File: src/rtl/inst_fetch.sv
// -----------------------------------------------------------------------------
// inst_fetch
//
// Requester side of the instruction-memory interface. Owns the fetch PC,
// drives the word address to a combinational instruction ROM, captures the
// returned word and buffers {pc, inst} pairs in a small FIFO for decode.
// Branch/jump redirects flush the buffer and restart fetch at the target.
//
// Ports:
//   clk             in   system clock, rising edge
//   rst_n           in   asynchronous active-low reset
//   imem_addr       out  byte address to instruction memory (== fetch_pc)
//   imem_inst       in   instruction word for imem_addr, same cycle
//   redirect_valid  in   one-cycle pulse: flush and restart at redirect_target
//   redirect_target in   new fetch address (bits [1:0] forced to 0)
//   if_valid        out  head entry valid for decode
//   if_inst         out  head entry instruction word (0 when empty)
//   if_pc           out  head entry PC (0 when empty)
//   if_pc_plus4     out  head entry PC + 4 (0 when empty)
//   id_ready        in   decode accepts the head entry this cycle
//
// Handshake: an entry moves to decode on a rising edge where if_valid and
// id_ready are both high and redirect_valid is low. if_valid never depends
// combinationally on id_ready; once raised it stays up with stable data
// until the entry is accepted or a redirect/reset flushes it.
// -----------------------------------------------------------------------------
module inst_fetch #(
    parameter logic [31:0] PC_RESET   = 32'h0000_0000,
    parameter int          FIFO_DEPTH = 2
) (
    input  logic        clk,
    input  logic        rst_n,
    output logic [31:0] imem_addr,
    input  logic [31:0] imem_inst,
    input  logic        redirect_valid,
    input  logic [31:0] redirect_target,
    output logic        if_valid,
    output logic [31:0] if_inst,
    output logic [31:0] if_pc,
    output logic [31:0] if_pc_plus4,
    input  logic        id_ready
);

    localparam int PW = (FIFO_DEPTH > 1) ? $clog2(FIFO_DEPTH) : 1;
    localparam int CW = $clog2(FIFO_DEPTH + 1);
    localparam logic [CW-1:0] DEPTH_C  = CW'(FIFO_DEPTH);
    localparam logic [PW-1:0] LAST_IDX = PW'(FIFO_DEPTH - 1);

    logic [31:0]   fetch_pc;
    logic [31:0]   pc_buf   [FIFO_DEPTH];
    logic [31:0]   inst_buf [FIFO_DEPTH];
    logic [PW-1:0] head;
    logic [PW-1:0] tail;
    logic [CW-1:0] count;
    logic          pop;
    logic          push;

    // Indices wrap modulo FIFO_DEPTH, which need not be a power of two.
    function automatic logic [PW-1:0] next_idx(input logic [PW-1:0] idx);
        return (idx == LAST_IDX) ? '0 : idx + PW'(1);
    endfunction

    // Redirect suppresses both sides: a same-cycle id_ready is not a transfer.
    // A full FIFO may still accept a push when the head leaves in the same
    // cycle, which keeps streaming bubble-free.
    assign pop  = if_valid && id_ready && !redirect_valid;
    assign push = !redirect_valid && ((count < DEPTH_C) || pop);

    assign imem_addr   = fetch_pc;
    assign if_valid    = (count != '0);
    assign if_inst     = if_valid ? inst_buf[head]         : 32'h0;
    assign if_pc       = if_valid ? pc_buf[head]           : 32'h0;
    assign if_pc_plus4 = if_valid ? pc_buf[head] + 32'd4   : 32'h0;

    // Entry storage needs no reset: outputs are gated by count, and reset
    // clears count, so no stale entry is ever visible.
    always_ff @(posedge clk) begin
        if (push) begin
            pc_buf[tail]   <= fetch_pc;
            inst_buf[tail] <= imem_inst;
        end
    end

    always_ff @(posedge clk or negedge rst_n) begin
        if (!rst_n) begin
            fetch_pc <= {PC_RESET[31:2], 2'b00};
            head     <= '0;
            tail     <= '0;
            count    <= '0;
        end else if (redirect_valid) begin
            fetch_pc <= {redirect_target[31:2], 2'b00};
            head     <= '0;
            tail     <= '0;
            count    <= '0;
        end else begin
            // On a stall fetch_pc holds, so the same word is re-read.
            if (push) begin
                tail     <= next_idx(tail);
                fetch_pc <= fetch_pc + 32'd4;
            end
            if (pop) begin
                head <= next_idx(head);
            end
            if (push && !pop) begin
                count <= count + CW'(1);
            end else if (pop && !push) begin
                count <= count - CW'(1);
            end
        end
    end

endmodule
File: config.mk
export PLATFORM = sky130hd
export DESIGN_NAME = inst_fetch
export DESIGN_NICKNAME = d
export VERILOG_FILES = /design/src/rtl/inst_fetch.sv
export SDC_FILE = /design/constraint.sdc
export NUM_CORES = 1
export LEC_CHECK = 0
export BUFFER_PORTS_ARGS = -buffer_cell sky130_fd_sc_hd__buf_2
export CELL_PAD_IN_SITES_DETAIL_PLACEMENT = 1
export CELL_PAD_IN_SITES_GLOBAL_PLACEMENT = 1
export CORE_ASPECT_RATIO = 1.5
export CORE_MARGIN = 2
export CORE_UTILIZATION = 41
export DETAILED_ROUTE_END_ITERATION = 10
export PLACE_DENSITY = 0.81
export SLEW_MARGIN = 20
export SYNTH_ARGS = -nofsm -noshare
export SYNTH_HDL_FRONTEND = slang
export SYNTH_SLANG_ARGS = --single-unit
export TNS_END_PERCENT = 50
File: constraint.sdc
create_clock -name clk -period 8.3 [get_ports clk]
set_input_delay 0.415 -clock clk [delete_from_list [all_inputs] [get_ports clk]]
set_output_delay 0.415 -clock clk [all_outputs]
set_load 0.02 [all_outputs]
### Word-level counts from Yosys, hierarchy flattened

Memories as Yosys holds them, arrays and structs flattened.
Cells that the tools add are included.

* $lt $le $gt $ge: 1
* muxes and demuxes: 16
* reduce and logical (&&, ||, !) cells: 13
* $add $sub $neg: 6

Operators by type and width (count)
* $mux W32: 5
* $add A32 B3 Y32 const B: 2
* $mux W1: 8
* $mux W2: 3
* $reduce_bool A2 Y1: 3
* $logic_and A1 B1 Y1: 5
* $logic_not A1 Y1: 3
* $reduce_bool A3 Y1: 1
* $add A1 B1 Y1 const B: 2
* $add A2 B1 Y2 const B: 1
* $lt A2 B2 Y1 const B: 1
* $sub A2 B1 Y2 const B: 1
* $logic_or A1 B1 Y1: 1

* flip-flop bits (word level): 36
* output and inout port bits: 129
* input bits: 68
* logic and storage cells: 42
* memories: 2
* bits in writable memories: 128

Memories
* inst_buf: depth 2, bits a word 32, read ports 1, clocked after Yosys merged registers in 0, wr ports 1, line 51 `logic [31:0] inst_buf [FIFO_DEPTH];`
* pc_buf: depth 2, bits a word 32, read ports 1, clocked after Yosys merged registers in 0, wr ports 1, line 50 `logic [31:0] pc_buf [FIFO_DEPTH];`

### Depth between registers and ports, before layout

Gate-level depths: netlist (run 1).

* word-level depth: 10
* depth in mapped cells: 11
* depth with buffers taken out: 7

### Worst setup path before layout (run 1)

No wires, ideal clock.

* path type: input -> register
* from: input port redirect_valid
* to: memory inst_buf[1][0] (enable)
* stages: 4
* data required time: 7729 ps
* buffers on the path: 1
* setup time: 571 ps
* data arrival time: 5520 ps
* setup slack: 2209 ps
* path through: nand2b_1 -> and2_1 -> clkbuf_1 -> nor3b_1

* longest elaborated chain between the ends: 6

Ends and longest elaborated chain
* start: declaration: line 35 `input logic redirect_valid,`
* $logic_not A1 Y1 *: line 66, 67
* $logic_and A1 B1 Y1: line 66 `assign pop = if_valid && id_ready && !redirect_valid;`
* $logic_or A1 B1 Y1: line 67 `assign push = !redirect_valid && ((count < DEPTH_C) || pop);`
* $logic_and A1 B1 Y1 *: line 67
* $mux W1 *: line 78 `if (push) begin`
* $mux W1 (implied by the code) *: line 80 `inst_buf[tail] <= imem_inst;`
* end: declaration: line 51

Every way passes the cells marked *; elsewhere a longest branch is shown, timed or not.

### Final worst setup path (run 1)

* from: register head
* to: output port if_pc_plus4[28]

* longest elaborated chain between the ends: 3

Ends and longest elaborated chain
* start: declaration: line 52 `logic [PW-1:0] head;`
* start signal: assignment: line 102 `head <= next_idx(head);`
* $mem_v2 Z2 W32
* $add A32 B3 Y32: line 73 `assign if_pc_plus4 = if_valid ? pc_buf[head] + 32'd4 : 32'h0;`
* $mux W32: line 73
* end: declaration: line 40 `output logic [31:0] if_pc_plus4,`

No other way between the ends.

==> run summary, run 1 <==
* finished clean — result of the run
* 197 — number of placed I/O pins
* 0.189 — combinational power share
* 51 — number of library cell types mapped by synthesis
* 71 — critical-path maximum fanout
* 8580 um^2 — area after detailed placement
* 18.2 um — detailed-route wire length per cell
* done — clock tree from TritonCTS
* 0 — Post-CTS Hold Fix Bufs
* 0.417 — initial cell density of the core
* 81.3 ps — Fin Hold WS
* 17 — number of buffers added by the clock tree synthesis step
* 17,900 um^2 — core area
* 5.26 — DR vias/cell
* 1530 uW — cell internal power dissipation
* 0 — n_diodes
* register — crit path launch type
* 0 — DRT antenna net count
* 4410 ps — Period minus WS final
* head — start point of the critical path
* 80 — maximum number of pins on one net before global-route repair
* 0.338 — Slew HR
* 9180 um^2 — final standard cell area without fillers
* sky130_fd_sc_hd__edfxtp_1 — Yosys top cell by area
* 0.307 — net switching fraction of the power
* register to output pin — WS Path Type
* false — unrepaired setup endpoints after global routing
* 993 ps — transition time of the tightest slew-check pin
* 5,600 — vias in the first global route
* 1,005 — instance count after placement with tap cells included
* 7890 ps — Worst Path Required
* 624 — synthesized netlist cell count
* 70 ps — CTS clock-pin slew for the worst setup and hold paths
* 0 — number of max-cap violations
* 13.2 mm — half-perimeter wire length after detailed placement
* 240 nW/um^2 — power density over cell area
* 0.615 — sequential area share after synthesis
* 0.787 — Placer Congestion
* 11.9 um^2 — Post-Synthesis Mean Instance Area
* 0.215 — Synth async-reset ratio
* buf_4, nand4_1, a22oi_1, nand4_2, nor4b_1, mux2_2, buf_2 — series of cell instances along the critical path
* sky130_fd_sc_hd__edfxtp_1 (50%), sky130_fd_sc_hd__dfrtp_1 (11%), sky130_fd_sc_hd__mux2i_1 (7.9%) — largest cells by area after synthesis
* 227 MHz — top achievable clock speed
* 114 um — die width
* 23.4% — post-synthesis to final-layout area growth
* 4 — H-tree depth
* sky130_fd_sc_hd__clkbuf_16 — root buf cell
* 0.193 — Total GRT Usage
* 0 ps — setup TNS after final layout
* 0.300 — share of post-route cells with drive strength above 1
* 3990 ps — Worst Path Arrival
* 274 — First DRT Iteration DRCs
* 0.0978 mV — maximum ir drop on the vdd rail
* 2 — number of buffers between clock root and the deepest sink
* 5 — First-pass DRT Iterations
* input pin to asynchronous set/reset pin — worst min path class
* 0 — final-report max-slew violation count
* 158 — Clock Sinks
* 877 — final layout net count
* output pin — Setup crit end kind
* 1,037 — final cell count without fillers
* 820 ps — slowest cell delay on critical path
* 0.500 — top cell type's share of synthesized area
* 188 — number of port buffers
* 0 — total congestion overflow after global routing
* 60 — number of core rows
* 0 — Final Hold Violating Endpoints
* 2200 uW — Overall Power
* 2 — critical path buffer and inverter count
* 0.531 — final critical-path share of the clock period
* 0 — initial antenna violation count
* 169 um — overall die height
* 0.00367 uW — P_leak
* count[1] — start of the worst register-to-register path
* 124 — count of flip-flops with a built-in enable after synthesis
* 420 ps — clock latency at the later pin of the worst-skew pair
* 0 — final routed DRC violation total
* 12.8 ps — worst setup skew after layout
* 5,454 — total number of vias
* simple AND/OR/NAND/NOR gates — family with the most delay on the worst path
* 18.9 mm — total wire length
* 0.363 — proportion of power drawn by the clock network
* 0 — # Post-CTS Setup Buffers
* sky130_fd_sc_hd__buf_4 — master of the slowest instance on the critical path
* 158 — number of synthesized register bits
* 676 uW — net switching power
* 0 — Final Setup Violations
* 29.2 mm — wire length of the first global-routing pass
* 19,300 um^2 — Die Outline Area
* sky130_fd_sc_hd__edfxtp_1 — Synth Flop Type
* 0.448 — fraction of power consumed by sequential logic
* 0 — Syn. warnings
* 0 — post-cts gate resize count
* 7440 um^2 — Mapped Area
[through the flow]
stage	utilization	setup WS (ps)
floorplan	-	2210
global placement	0.480	4380
detailed placement	0.480	4310
CTS	0.514	3850
global route	0.514	3570
finish	0.514	3890
[cells in the mapped netlist (2+ instances only)]
| cell | instances |
|---|---|
| sky130_fd_sc_hd__mux2_2 | 8 |
| sky130_fd_sc_hd__a211oi_1 | 5 |
| sky130_fd_sc_hd__nor3_1 | 10 |
| sky130_fd_sc_hd__buf_4 | 7 |
| sky130_fd_sc_hd__clkbuf_1 | 17 |
| sky130_fd_sc_hd__and3_1 | 2 |
| sky130_fd_sc_hd__buf_1 | 3 |
| sky130_fd_sc_hd__and2_1 | 10 |
| sky130_fd_sc_hd__ha_1 | 2 |
| sky130_fd_sc_hd__nand2b_1 | 5 |
| sky130_fd_sc_hd__o21ai_0 | 41 |
| sky130_fd_sc_hd__and4b_1 | 2 |
| sky130_fd_sc_hd__nor2_1 | 83 |
| sky130_fd_sc_hd__nand4b_1 | 4 |
| sky130_fd_sc_hd__and4_1 | 3 |
| sky130_fd_sc_hd__buf_2 | 9 |
| sky130_fd_sc_hd__nand4_1 | 20 |
| sky130_fd_sc_hd__edfxtp_1 | 124 |
| sky130_fd_sc_hd__nand2_1 | 65 |
| sky130_fd_sc_hd__xnor2_1 | 15 |
| sky130_fd_sc_hd__a21boi_0 | 3 |
| sky130_fd_sc_hd__o31ai_1 | 8 |
| sky130_fd_sc_hd__dfrtp_1 | 34 |
| sky130_fd_sc_hd__nand3_1 | 23 |
| sky130_fd_sc_hd__mux2i_1 | 59 |
| sky130_fd_sc_hd__inv_1 | 6 |
| sky130_fd_sc_hd__nor2b_1 | 2 |
| sky130_fd_sc_hd__xor2_1 | 27 |
| sky130_fd_sc_hd__a21oi_1 | 5 |
[final timing paths]
| path | slack (ps) | end | depth (start not counted) |
|---|---|---|---|
| min in group clk | 180 | inst_buf[0][26] | 1 |
| max reg2reg | 5950 | head | 6 |
| max | 3890 | if_pc_plus4[28] | 7 |
| min | 80 | imem_addr[27] | 1 |
| max in group asynchronous | 7580 | head | 1 |
| min reg2reg | 560 | pc_buf[0][29] | 0 |
[cell families after synthesis]
family / after synthesis / synth area share
flip-flops: 158 / 0.615
AND/OR/NAND/NOR: 238 / 0.153
XOR/XNOR: 42 / 0.0494
AO/OA/AOI/OAI: 73 / 0.0602
multiplexers: 67 / 0.0914
adder cells (fa/ha/maj): 2 / 0.00336
buffers and inverters: 43 / 0.0277
other: 1 / 0.000504
[flip-flops by register name, summed over array words and instances (netlist names)]
| name | cells |
|---|---|
| inst_buf | 64 |
| head | 1 |
| count | 2 |
| tail | 1 |
| imem_addr | 30 |
| pc_buf | 60 |
[power by group through the flow]
| stage | sequential, uW | combinational, uW | clock (uW) |
|---|---|---|---|
| after floorplan | 1010 | 268 | 0 |
| after global placement | 998 | 411 | 0 |
| after detailed placement | 1000 | 420 | 0 |
| after CTS | 989 | 422 | 816 |
| after global routing | 996 | 452 | 848 |
| final | 987 | 416 | 800 |
[area by class of cell]
cell class	count	area, um^2
clock inverter	15	179
inverter	6	22.5
tap	217	272
fill	1946	8680
timing repair buffer	196	1000
clock buffer	17	425
sequential	158	4580
multi-input combinational	428	2710
[placed cells by master (no fill, tap or decap), types with 2 or more instances in the layout]
cell type	instances
sky130_fd_sc_hd__xnor2_1	15
sky130_fd_sc_hd__clkbuf_16	17
sky130_fd_sc_hd__nand4b_1	4
sky130_fd_sc_hd__and4b_1	2
sky130_fd_sc_hd__buf_4	8
sky130_fd_sc_hd__mux2i_1	59
sky130_fd_sc_hd__buf_2	188
sky130_fd_sc_hd__edfxtp_1	124
sky130_fd_sc_hd__bufinv_16	2
sky130_fd_sc_hd__clkinv_4	3
sky130_fd_sc_hd__conb_1	6
sky130_fd_sc_hd__nand4_1	20
sky130_fd_sc_hd__nor2b_1	2
sky130_fd_sc_hd__dfrtp_1	33
sky130_fd_sc_hd__nand3_1	23
sky130_fd_sc_hd__inv_1	6
sky130_fd_sc_hd__a21oi_1	5
sky130_fd_sc_hd__and3_1	2
sky130_fd_sc_hd__o21ai_0	41
sky130_fd_sc_hd__and2_1	10
sky130_fd_sc_hd__mux2_2	8
sky130_fd_sc_hd__a21boi_0	3
sky130_fd_sc_hd__xor2_1	27
sky130_fd_sc_hd__inv_8	3
sky130_fd_sc_hd__ha_1	2
sky130_fd_sc_hd__nor2_1	82
sky130_fd_sc_hd__nand2b_1	5
sky130_fd_sc_hd__inv_6	3
sky130_fd_sc_hd__and4_1	3
sky130_fd_sc_hd__nor3_1	9
sky130_fd_sc_hd__o31ai_1	8
sky130_fd_sc_hd__nand2_1	65
sky130_fd_sc_hd__a211oi_1	5
[per-layer routing]
metal  track usage  share of wire  up-vias
met5             0              0        -
met4        0.0716          0.022        0
met3        0.0422          0.051       28
met2         0.342           0.52      167
met1         0.226           0.41     2635
li1              -              -     2624
Note: power is estimated with default switching activity, not from simulation.
==> run 2, diff against run 1 <==
--- a/config.mk
+++ b/config.mk
@@ -5,14 +5,15 @@
 export SDC_FILE = /design/constraint.sdc
 export NUM_CORES = 1
 export LEC_CHECK = 0
+export ABC_AREA = 1
 export BUFFER_PORTS_ARGS = -buffer_cell sky130_fd_sc_hd__buf_2
 export CELL_PAD_IN_SITES_DETAIL_PLACEMENT = 1
 export CELL_PAD_IN_SITES_GLOBAL_PLACEMENT = 1
 export CORE_ASPECT_RATIO = 1.5
 export CORE_MARGIN = 2
-export CORE_UTILIZATION = 41
+export CORE_UTILIZATION = 36
 export DETAILED_ROUTE_END_ITERATION = 10
-export PLACE_DENSITY = 0.81
+export PLACE_DENSITY = 0.79
 export SLEW_MARGIN = 20
 export SYNTH_ARGS = -nofsm -noshare
 export SYNTH_HDL_FRONTEND = slang
==> constraint.sdc (replaced) <==
create_clock -name clk -period 3.7 [get_ports clk]
set_input_delay 0.185 -clock clk [delete_from_list [all_inputs] [get_ports clk]]
set_output_delay 0.185 -clock clk [all_outputs]
set_load 0.02 [all_outputs]
==> run summary, run 2 <==
* imem_addr[16] — worst reg2reg path endpoint
* 64 — flip-flop count of the largest register after layout
* 0.367 — initial cell density of the core
* 35 — number of library cell types mapped by synthesis
* 3510 ps — Worst Path Required
* output pin — Setup crit end kind
* 189 um — overall die height
* 17.4 um — detailed-route wire length per cell
* 0 — DRT antenna net count
* 852 ps — transition time of the tightest slew-check pin
* 0.432 — Slew HR
* 0.451 — top cell type's share of synthesized area
* 0 — number of max-cap violations
* register — crit path launch type
* 124 — count of flip-flops with a built-in enable after synthesis
* input pin to register — worst min path class
* 0.310 mV — maximum ir drop on the vdd rail
* sky130_fd_sc_hd__clkbuf_16 — root buf cell
* 22,500 um^2 — core area
* 318 MHz — top achievable clock speed
* 0 ps — setup TNS after final layout
* 5.04 — DR vias/cell
* sky130_fd_sc_hd__edfxtp_1 (45%), sky130_fd_sc_hd__nand2_1 (16%), sky130_fd_sc_hd__dfrtp_1 (10%) — largest cells by area after synthesis
* sky130_fd_sc_hd__edfxtp_1 — Yosys top cell by area
* sky130_fd_sc_hd__nand2_1 — cell with the most instances after synthesis
* 9450 um^2 — area after detailed placement
* 430 ps — clock latency at the later pin of the worst-skew pair
* 8260 um^2 — Mapped Area
* 7,919 — vias in the first global route
* 10,400 um^2 — final standard cell area without fillers
* 2960 ps — Worst Path Arrival
* 64 — maximum number of pins on one net before global-route repair
* redirect_target[3] — Hold Startpoint
* 9.38 ps — worst setup skew after layout
* done — clock tree from TritonCTS
* 67 — number of core rows
* register to output pin — WS Path Type
* 0 — initial antenna violation count
* 0.00469 uW — P_leak
* 26.3% — post-synthesis to final-layout area growth
* imem_addr[2] — start of the worst register-to-register path
* 63 — critical-path maximum fanout
* 29.8 ps — Fin Hold WS
* 0 — n_diodes
* finished clean — result of the run
* 4 — H-tree depth
* 0.850 — final critical-path share of the clock period
* 1240 ps — FF-to-FF setup slack
* 9 — worst r2r path cells
* 60 ps — CTS clock-pin slew for the worst setup and hold paths
* 0 — Syn. warnings
* sky130_fd_sc_hd__edfxtp_1 — Synth Flop Type
* 2,769 — count of fill cells added during filler insertion
* false — unrepaired setup endpoints after global routing
* 3 — number of stages on the worst hold path
* 7,621 — total number of vias
* inst_buf — Largest Register
* 197 — number of placed I/O pins
* sky130_fd_sc_hd__nand2_1 (359), sky130_fd_sc_hd__buf_2 (188), sky130_fd_sc_hd__nor2_1 (141) — commonest cells after routing, fill and taps aside
* 0.222 — Total GRT Usage
* 499 nW/um^2 — power density over cell area
* 26.3 mm — total wire length
* 2 — number of buffers between clock root and the deepest sink
* 0.554 — sequential area share after synthesis
* 0 — final routed DRC violation total
* 0.218 — share of post-route cells with drive strength above 1
* 41.6 mm — wire length of the first global-routing pass
* 0 — Final Setup Violations
* 158 — Clock Sinks
* 188 — number of port buffers
* 128 um — die width
* 366 — First DRT Iteration DRCs
* 17 — number of buffers added by the clock tree synthesis step
* 0.896 — Placer Congestion
* 18.7 mm — half-perimeter wire length after detailed placement
* 0.215 — Synth async-reset ratio
* 4 — First-pass DRT Iterations
* 0 — final-report max-slew violation count
* 3150 ps — Period minus WS final
* 158 — number of synthesized register bits
* 24,200 um^2 — Die Outline Area
* head — start point of the critical path
* 0 — Final Hold Violating Endpoints
* sky130_fd_sc_hd__nand2_1 — most common library cell in the layout ignoring fill and taps
* 0 — post-cts gate resize count
* 0 — total congestion overflow after global routing
* 8.23 um^2 — Post-Synthesis Mean Instance Area
* sky130_fd_sc_hd__nand2_1 (359), sky130_fd_sc_hd__nor2_1 (143), sky130_fd_sc_hd__edfxtp_1 (124), sky130_fd_sc_hd__inv_1 (83), sky130_fd_sc_hd__a21oi_1 (53) — Post-synth top cells
* 1,003 — synthesized netlist cell count
* imem_addr[3] — sink of the worst hold path
* 1,292 — final layout net count
==> run 2: cell families after synthesis <==
logic type,count (synthesis),synth area share
compound gates,100,0.0647
xor+xnor,8,0.00849
fa+ha+maj,2,0.00303
buf+inv,125,0.0670
flops,158,0.554
other cells,1,0.000454
simple gates,609,0.302
==> run 2: metal layers <==
metal	part of all wire	track usage
met1	0.40	0.260
met5	0	0
met4	0.026	0.0833
met3	0.037	0.0393
met2	0.54	0.403
==> run 2: worst max path at each step <==
stage / endpoint / slack (ps) / cells after the start
after global placement: if_pc_plus4[18] / 1040 / 11
after global routing: if_pc_plus4[12] / 250 / 11
after floorplan: inst_buf[1][0] / 780 / 4
after detailed placement: if_pc_plus4[18] / 990 / 11
final: if_pc_plus4[18] / 550 / 11
after CTS: if_pc_plus4[20] / 490 / 13
==> run 2: power breakdown <==
group | switching, uW | internal [uW]
clock | 724 | 1060
combinational | 830 | 352
sequential | 133 | 2100
==> run 2: layout make-up <==
cell class	instances	area, um^2	area share
multi-input combinational	725	3160	0.303
clock inverter	13	165	0.0158
inverter	86	328	0.0314
sequential	158	4580	0.439
clock buffer	19	433	0.0415
timing repair buffer	234	1420	0.136
tap	276	345	0.0331
==> run 2: what timing repair did <==
action,in CTS,in global routing
hold endpoints to repair,103,0
setup buffers,0,0
hold buffers,38,0
==> run 2: per-stage QoR <==
stage               std cells  power, uW  utilization  worst slack [ps]
floorplan                1008       2970            -               779
global placement         1441       3380        0.421              1040
detailed placement       1441       3420        0.421               988
CTS                      1511       5250        0.464               489
global route             1511       5450        0.464               247
finish                   1511       5200        0.464               555
==> run 2: critical path, cell delays in order, from the launching register on <==
cell and delay, ps:
sky130_fd_sc_hd__dfrtp_2 430, sky130_fd_sc_hd__clkinv_4 380, sky130_fd_sc_hd__nand2_1 130, sky130_fd_sc_hd__nand2_1 160
sky130_fd_sc_hd__ha_1 210, sky130_fd_sc_hd__inv_1 60, sky130_fd_sc_hd__nor2_1 360, sky130_fd_sc_hd__nand2_1 210
sky130_fd_sc_hd__nor2_1 190, sky130_fd_sc_hd__xor2_1 180, sky130_fd_sc_hd__nor2_1 60, sky130_fd_sc_hd__buf_2 160
